File: src/rtl/data_island_scheduler_if.sv
// Slot/frame/sample handshake bundle between the video timing side
// and the data-island packet scheduler.
interface data_island_scheduler_if;
  logic       frame_start;
  logic       slot_start;
  logic       sample_valid;
  logic [7:0] packet_type;
  logic       packet_valid;
  logic       packet_enable;
  logic       sample_pop;
  logic       overflow;

  modport master (
    output frame_start,
    output slot_start,
    output sample_valid,
    input  packet_type,
    input  packet_valid,
    input  packet_enable,
    input  sample_pop,
    input  overflow
  );

  modport slave (
    input  frame_start,
    input  slot_start,
    input  sample_valid,
    output packet_type,
    output packet_valid,
    output packet_enable,
    output sample_pop,
    output overflow
  );
endinterface

File: src/rtl/data_island_scheduler.sv
// Per-slot HDMI data-island packet selector: ACR, audio sample,
// AVI/Audio/SPD InfoFrames or Null, in strict priority order.
module data_island_scheduler #(
  parameter logic [19:0] ACR_PERIOD  = 20'd74250,
  parameter logic [3:0]  MAX_PENDING = 4'd4
) (
  input  logic                           clk_pixel,
  input  logic                           reset_n,
  data_island_scheduler_if.slave         bus
);

  logic [19:0] r_acr_timer;
  logic        r_acr_pending;
  logic [3:0]  r_count;
  logic [2:0]  r_mask;
  logic [7:0]  r_packet_type;
  logic        r_packet_valid;
  logic        r_packet_enable;
  logic        r_sample_pop;
  logic        r_overflow;

  logic        w_wrap;
  logic        w_acr;
  logic        w_aud;
  logic        w_avi;
  logic        w_aif;
  logic        w_spd;
  logic        w_slot;
  logic        w_inc;
  logic        w_dec;
  logic        w_full;
  logic [7:0]  w_type;
  logic [2:0]  w_if_clr;

  assign w_slot = bus.slot_start;
  assign w_wrap = (r_acr_timer == ACR_PERIOD - 20'd1);

  // One-hot selection from pre-edge state
  assign w_acr = r_acr_pending;
  assign w_aud = !r_acr_pending && (r_count != 4'd0);
  assign w_avi = !w_acr && !w_aud && r_mask[0];
  assign w_aif = !w_acr && !w_aud && !r_mask[0] && r_mask[1];
  assign w_spd = !w_acr && !w_aud && (r_mask[1:0] == 2'b00)
                 && r_mask[2];

  assign w_if_clr = w_slot ? {w_spd, w_aif, w_avi} : 3'b000;
  assign w_inc    = bus.sample_valid;
  assign w_dec    = w_slot && w_aud;
  assign w_full   = (r_count == MAX_PENDING);

  always_comb begin
    w_type = 8'h00;
    unique case (1'b1)
      w_acr:   w_type = 8'h01;
      w_aud:   w_type = 8'h02;
      w_avi:   w_type = 8'h82;
      w_aif:   w_type = 8'h84;
      w_spd:   w_type = 8'h83;
      default: w_type = 8'h00;
    endcase
  end

  always_ff @(posedge clk_pixel or negedge reset_n) begin
    if (!reset_n) begin
      r_acr_timer     <= 20'd0;
      r_acr_pending   <= 1'b0;
      r_count         <= 4'd0;
      r_mask          <= 3'b000;
      r_packet_type   <= 8'h00;
      r_packet_valid  <= 1'b0;
      r_packet_enable <= 1'b0;
      r_sample_pop    <= 1'b0;
      r_overflow      <= 1'b0;
    end else begin
      r_acr_timer <= w_wrap ? 20'd0 : r_acr_timer + 20'd1;

      // A wrap re-arms the request even if it is granted this cycle
      if (w_wrap)
        r_acr_pending <= 1'b1;
      else if (w_slot && w_acr)
        r_acr_pending <= 1'b0;

      if (w_dec && !w_inc)
        r_count <= r_count - 4'd1;
      else if (w_inc && !w_dec) begin
        if (w_full)
          r_overflow <= 1'b1;
        else
          r_count <= r_count + 4'd1;
      end

      if (bus.frame_start)
        r_mask <= 3'b111;
      else
        r_mask <= r_mask & ~w_if_clr;

      r_packet_valid  <= w_slot;
      r_packet_enable <= w_dec;
      r_sample_pop    <= w_dec;
      if (w_slot)
        r_packet_type <= w_type;
    end
  end

  assign bus.packet_type   = r_packet_type;
  assign bus.packet_valid  = r_packet_valid;
  assign bus.packet_enable = r_packet_enable;
  assign bus.sample_pop    = r_sample_pop;
  assign bus.overflow      = r_overflow;

endmodule

File: src/flat_wrapper.sv
// flat-port wrapper written by rule: the top's interface ports become plain ports
module data_island_scheduler_flat 
#(
  parameter logic [19:0] ACR_PERIOD  = 20'd74250,
  parameter logic [3:0]  MAX_PENDING = 4'd4
)
  (clk_pixel, reset_n, bus_frame_start, bus_slot_start, bus_sample_valid, bus_packet_type, bus_packet_valid, bus_packet_enable, bus_sample_pop, bus_overflow);
  data_island_scheduler_if bus_i ();
  input  logic clk_pixel;
  input  logic reset_n;
  input wire logic [$bits(bus_i.frame_start)-1:0] bus_frame_start;
  input wire logic [$bits(bus_i.slot_start)-1:0] bus_slot_start;
  input wire logic [$bits(bus_i.sample_valid)-1:0] bus_sample_valid;
  output wire logic [$bits(bus_i.packet_type)-1:0] bus_packet_type;
  output wire logic [$bits(bus_i.packet_valid)-1:0] bus_packet_valid;
  output wire logic [$bits(bus_i.packet_enable)-1:0] bus_packet_enable;
  output wire logic [$bits(bus_i.sample_pop)-1:0] bus_sample_pop;
  output wire logic [$bits(bus_i.overflow)-1:0] bus_overflow;
  assign bus_i.frame_start = bus_frame_start;
  assign bus_i.slot_start = bus_slot_start;
  assign bus_i.sample_valid = bus_sample_valid;
  assign bus_packet_type = bus_i.packet_type;
  assign bus_packet_valid = bus_i.packet_valid;
  assign bus_packet_enable = bus_i.packet_enable;
  assign bus_sample_pop = bus_i.sample_pop;
  assign bus_overflow = bus_i.overflow;
  data_island_scheduler #(.ACR_PERIOD(ACR_PERIOD), .MAX_PENDING(MAX_PENDING)) u_core (.clk_pixel(clk_pixel), .reset_n(reset_n), .bus(bus_i));
endmodule
File: config.mk
export PLATFORM = sky130hd
export DESIGN_NAME = data_island_scheduler_flat
export DESIGN_NICKNAME = d
export VERILOG_FILES = /design/src/rtl/data_island_scheduler_if.sv /design/src/rtl/data_island_scheduler.sv /design/src/flat_wrapper.sv
export SDC_FILE = /design/constraint.sdc
export NUM_CORES = 1
export LEC_CHECK = 0
export CORE_MARGIN = 2
export CORE_UTILIZATION = 40
export DETAILED_ROUTE_END_ITERATION = 10
export PLACE_DENSITY = 0.64
export SETUP_SLACK_MARGIN = 0.4
export SLEW_MARGIN = 20
export SYNTH_ARGS = -nofsm -noshare
export SYNTH_HDL_FRONTEND = slang
export SYNTH_SLANG_ARGS = --single-unit
File: constraint.sdc
create_clock -name clk_pixel -period 7.1 [get_ports clk_pixel]
set_clock_uncertainty 0.2 [all_clocks]
set_input_delay 1.42 -clock clk_pixel [delete_from_list [all_inputs] [get_ports clk_pixel]]
set_output_delay 1.42 -clock clk_pixel [all_outputs]
set_load 0.1 [all_outputs]
==> results.py <==
metrics = {
    "synthesis": {
        "synth_area_um2": 1760,
        "ys_ff_latch": 35,
        "synthCells": 160,
        "ys_seq_area_share_pct": 49.75,
        "yosys_warnings": 0,
        "synth_cell_type_count": 41,
        "synth_area_per_cell_um2": 11.00,
    },
    "setup_path": {
        "worstPathRequired_ns": 7.06,
        "r2r_slack_ns": 4.48,
        "setup.worst_path.class": "in -> reg",
        "worst-path-max-fanout": 7,
        "critPathLaunchType": "input port",
        "cp-end-kind": "flip-flop",
        "worst-endpoint-arrival_ns": 3.58,
    },
    "power_and_ir_drop": {
        "p_total_w": 0.0005520,
        "p_per_area_nw_per_um2": 276.4,
        "p_leak_nw": 0.9108,
        "ir_drop_uv": 109.6,
    },
    "grt": {
        "grt_pass1_wl_um": 5154,
        "grt_pass1_vias": 1139,
        "antenna_found_initial": 0,
        "grt_max_degree": 36,
        "grt_use_total_pct": 13.14,
        "gr-total-overflow": 0,
    },
    "timing": {
        "worstMarginPinSlew_ns": 0.9765,
        "timing.final.crit_share_pct": 50.95,
        "drv_slew": 0,
        "rsz0062_at_grt": "no",
        "setup_tns_ns": 0,
        "setup_ws_ns": 3.482,
        "setup_viol": 0,
        "slew_headroom_pct": 34.70,
        "period_minus_slack_ns": 3.618,
        "hold_violations": 0,
        "fmax_mhz": 276.4,
    },
    "hold_path": {
        "worstHoldPathType": "reg -> reg",
    },
    "placed_design": {
        "gp_congestion": 0.7548,
        "post-dp-hpwl_um": 2121,
        "pre_cts_slack_ns": 3.193,
        "port_buffers": 12,
        "place_area_um2": 1909,
    },
    "clock_network": {
        "clock_sinks": 35,
        "htree_levels": 2,
        "cts_made_buffers": 5,
        "clkTransAtPathRegs_ns": 0.07,
        "clockBufferDepth": 2,
        "insertion_delay_ns": 0.28,
        "cts-hold-fix-buffers": 0,
        "ctsResizeCount": 0,
        "root_buffer": "clkbuf_8",
        "cts_tree": "yes",
        "post_cts_buffers": 0,
    },
    "run": {
        "drv_cap": 0,
    },
    "status": {
        "status": "complete, no violations",
    },
    "cells_and_area": {
        "area_growth_pct": 13.43,
        "antenna_cells": 0,
        "drive_gt1_share_pct": 9.143,
        "num-nets-final": 186,
        "final_area_um2": 1997,
    },
    "detailed_routing": {
        "route.detailed.drc": 0,
        "drt_iter0_drc": 40,
        "routed_wl_um": 2962,
        "viasPerCell": 5.176,
        "vias": 1175,
        "wl_per_cell_um": 13.05,
        "first_pass_iters": 4,
        "drtAntennaViolNets": 0,
    },
    "floorplanning": {
        "start_util_pct": 41.00,
        "die-width_um": 70.34,
        "core_um2": 4294,
        "rows": 24,
        "die_y_um": 70.34,
        "die_area_um2": 4948,
        "io_pins": 17,
    },
}
metrics by stage:
| stage | util, % | instances | hold WS [ns] |
|---|---|---|---|
| final | 46.50 | 227 | 0.2845 |
| after global routing | 46.50 | 227 | 0.3017 |
| after CTS | 46.50 | 227 | 0.2888 |
| after detailed placement | 44.46 | 220 | 0.2725 |
| after global placement | 44.46 | 220 | 0.2684 |
| after floorplan | - | 163 | 0.2673 |
cells in the final DEF (no fill, tap or decap), types with 2 or more instances in the layout:
cell type,n
a21o_1,3
clkdlybuf4s50_1,12
nand3_1,7
nor4_4,3
and3_1,2
nor3_1,4
nor4b_1,3
dfrtp_1,35
conb_1,4
inv_1,10
nand2b_1,3
nand4_1,4
nand3b_1,2
xnor2_1,14
o21ai_0,2
xor2_1,7
ha_1,6
clkbuf_8,6
nor2_1,12
nand2_1,10
a21oi_1,5
where the power goes:
part	leakage (nW)	internal, W	switching [W]	total, W
combinational	0.427	0.0000505	0.000109	0.000159
sequential	0.437	0.000220	0.0000313	0.000251
clock	0.0470	0.0000760	0.0000656	0.000142
critical path, stage by stage:
cell and delay (ns):
clkdlybuf4s50_1 0.59, nor2b_1 0.24, nand2b_1 0.10, inv_1 0.09, ha_1 0.28, xor2_1 0.10, ha_1 0.19, a21oi_1 0.15
xnor2_1 0.14, nand2_1 0.11, xnor2_1 0.16
synthesized netlist by cell type:
| library cell | instances | area [um2] |
|---|---|---|
| dfrtp_1 | 35 | 875.8 |
| xnor2_1 | 14 | 122.6 |
| nor2_1 | 12 | 45.04 |
| inv_1 | 10 | 37.54 |
| nand2_1 | 10 | 37.54 |
| nand3_1 | 7 | 35.03 |
| xor2_1 | 7 | 61.31 |
| ha_1 | 6 | 75.07 |
| a21oi_1 | 5 | 25.02 |
| buf_4 | 5 | 37.54 |
| nand4_1 | 4 | 25.02 |
| nor3_1 | 4 | 20.02 |
| a21o_1 | 3 | 22.52 |
| nand2b_1 | 3 | 18.77 |
| nor4_4 | 3 | 63.81 |
| nor4b_1 | 3 | 26.28 |
| and3_1 | 2 | 12.51 |
| buf_2 | 2 | 10.01 |
| nand3b_1 | 2 | 15.01 |
| o21ai_0 | 2 | 10.01 |
| a211oi_1 | 1 | 7.510 |
| a21bo_1 | 1 | 10.01 |
| a31oi_1 | 1 | 6.260 |
| a41o_1 | 1 | 10.01 |
| clkbuf_4 | 1 | 7.510 |
| conb_1 | 1 | 3.750 |
| mux2_2 | 1 | 11.26 |
| nand3_2 | 1 | 10.01 |
| nand4_2 | 1 | 12.51 |
| nand4b_1 | 1 | 8.760 |
| nor2b_1 | 1 | 6.260 |
| nor3_4 | 1 | 16.27 |
| nor4_1 | 1 | 6.260 |
| nor4bb_1 | 1 | 10.01 |
| o21ai_2 | 1 | 8.760 |
| o21bai_1 | 1 | 7.510 |
| o2bb2ai_1 | 1 | 8.760 |
| o32ai_1 | 1 | 8.760 |
| o41ai_1 | 1 | 8.760 |
| or2_1 | 1 | 6.260 |
| or3b_1 | 1 | 8.760 |
sequential cells by signal, indices dropped and copies added, names as in the netlist:
signal                    count
u_core.bus.packet_type        4
u_core.r_acr_timer           20
u_core.bus.packet_enable      1
u_core.r_acr_pending          1
u_core.r_count                4
u_core.bus.overflow           1
u_core.r_mask                 3
u_core.bus.packet_valid       1
cells by family after synthesis:
family          Yosys count  share of synthesized area (%)
compound gates           19                          7.605
xor+xnor                 21                          10.45
fa+ha+maj                 6                          4.264
buf+inv                  18                          5.260
flops                    35                          49.75
mux                       1                         0.6396
other cells               1                         0.2130
simple gates             59                          21.82
worst paths after layout:
check,from,to,cells past startpoint
max,bus_slot_start,u_core.r_count[2],11
min,u_core.bus.overflow,u_core.bus.overflow,1
max in group asynchronous,reset_n,u_core.r_acr_timer[0],2
max reg2reg,u_core.r_count[2],u_core.r_count[2],10
min reg2reg,u_core.bus.overflow,u_core.bus.overflow,1
min in group asynchronous,reset_n,u_core.r_count[0],2
final cells by class:
cell class,instances,area [um2]
Multi-Input combinational cell,110,803.3
Sequential cell,35,875.8
Tap cell,52,65.06
Timing Repair Buffer,13,127.6
Clock inverter,1,5.005
Inverter,10,37.54
Clock buffer,6,82.58
Fill cell,382,2297
metal layers:
metal / track usage (%) / part of all wire (%)
met5: 0 / 0
met4: 5.128 / 0.95
met3: 3.752 / 2.9
met2: 20.34 / 47
met1: 17.38 / 49
No activity file was read; power rests on OpenSTA's default activity.
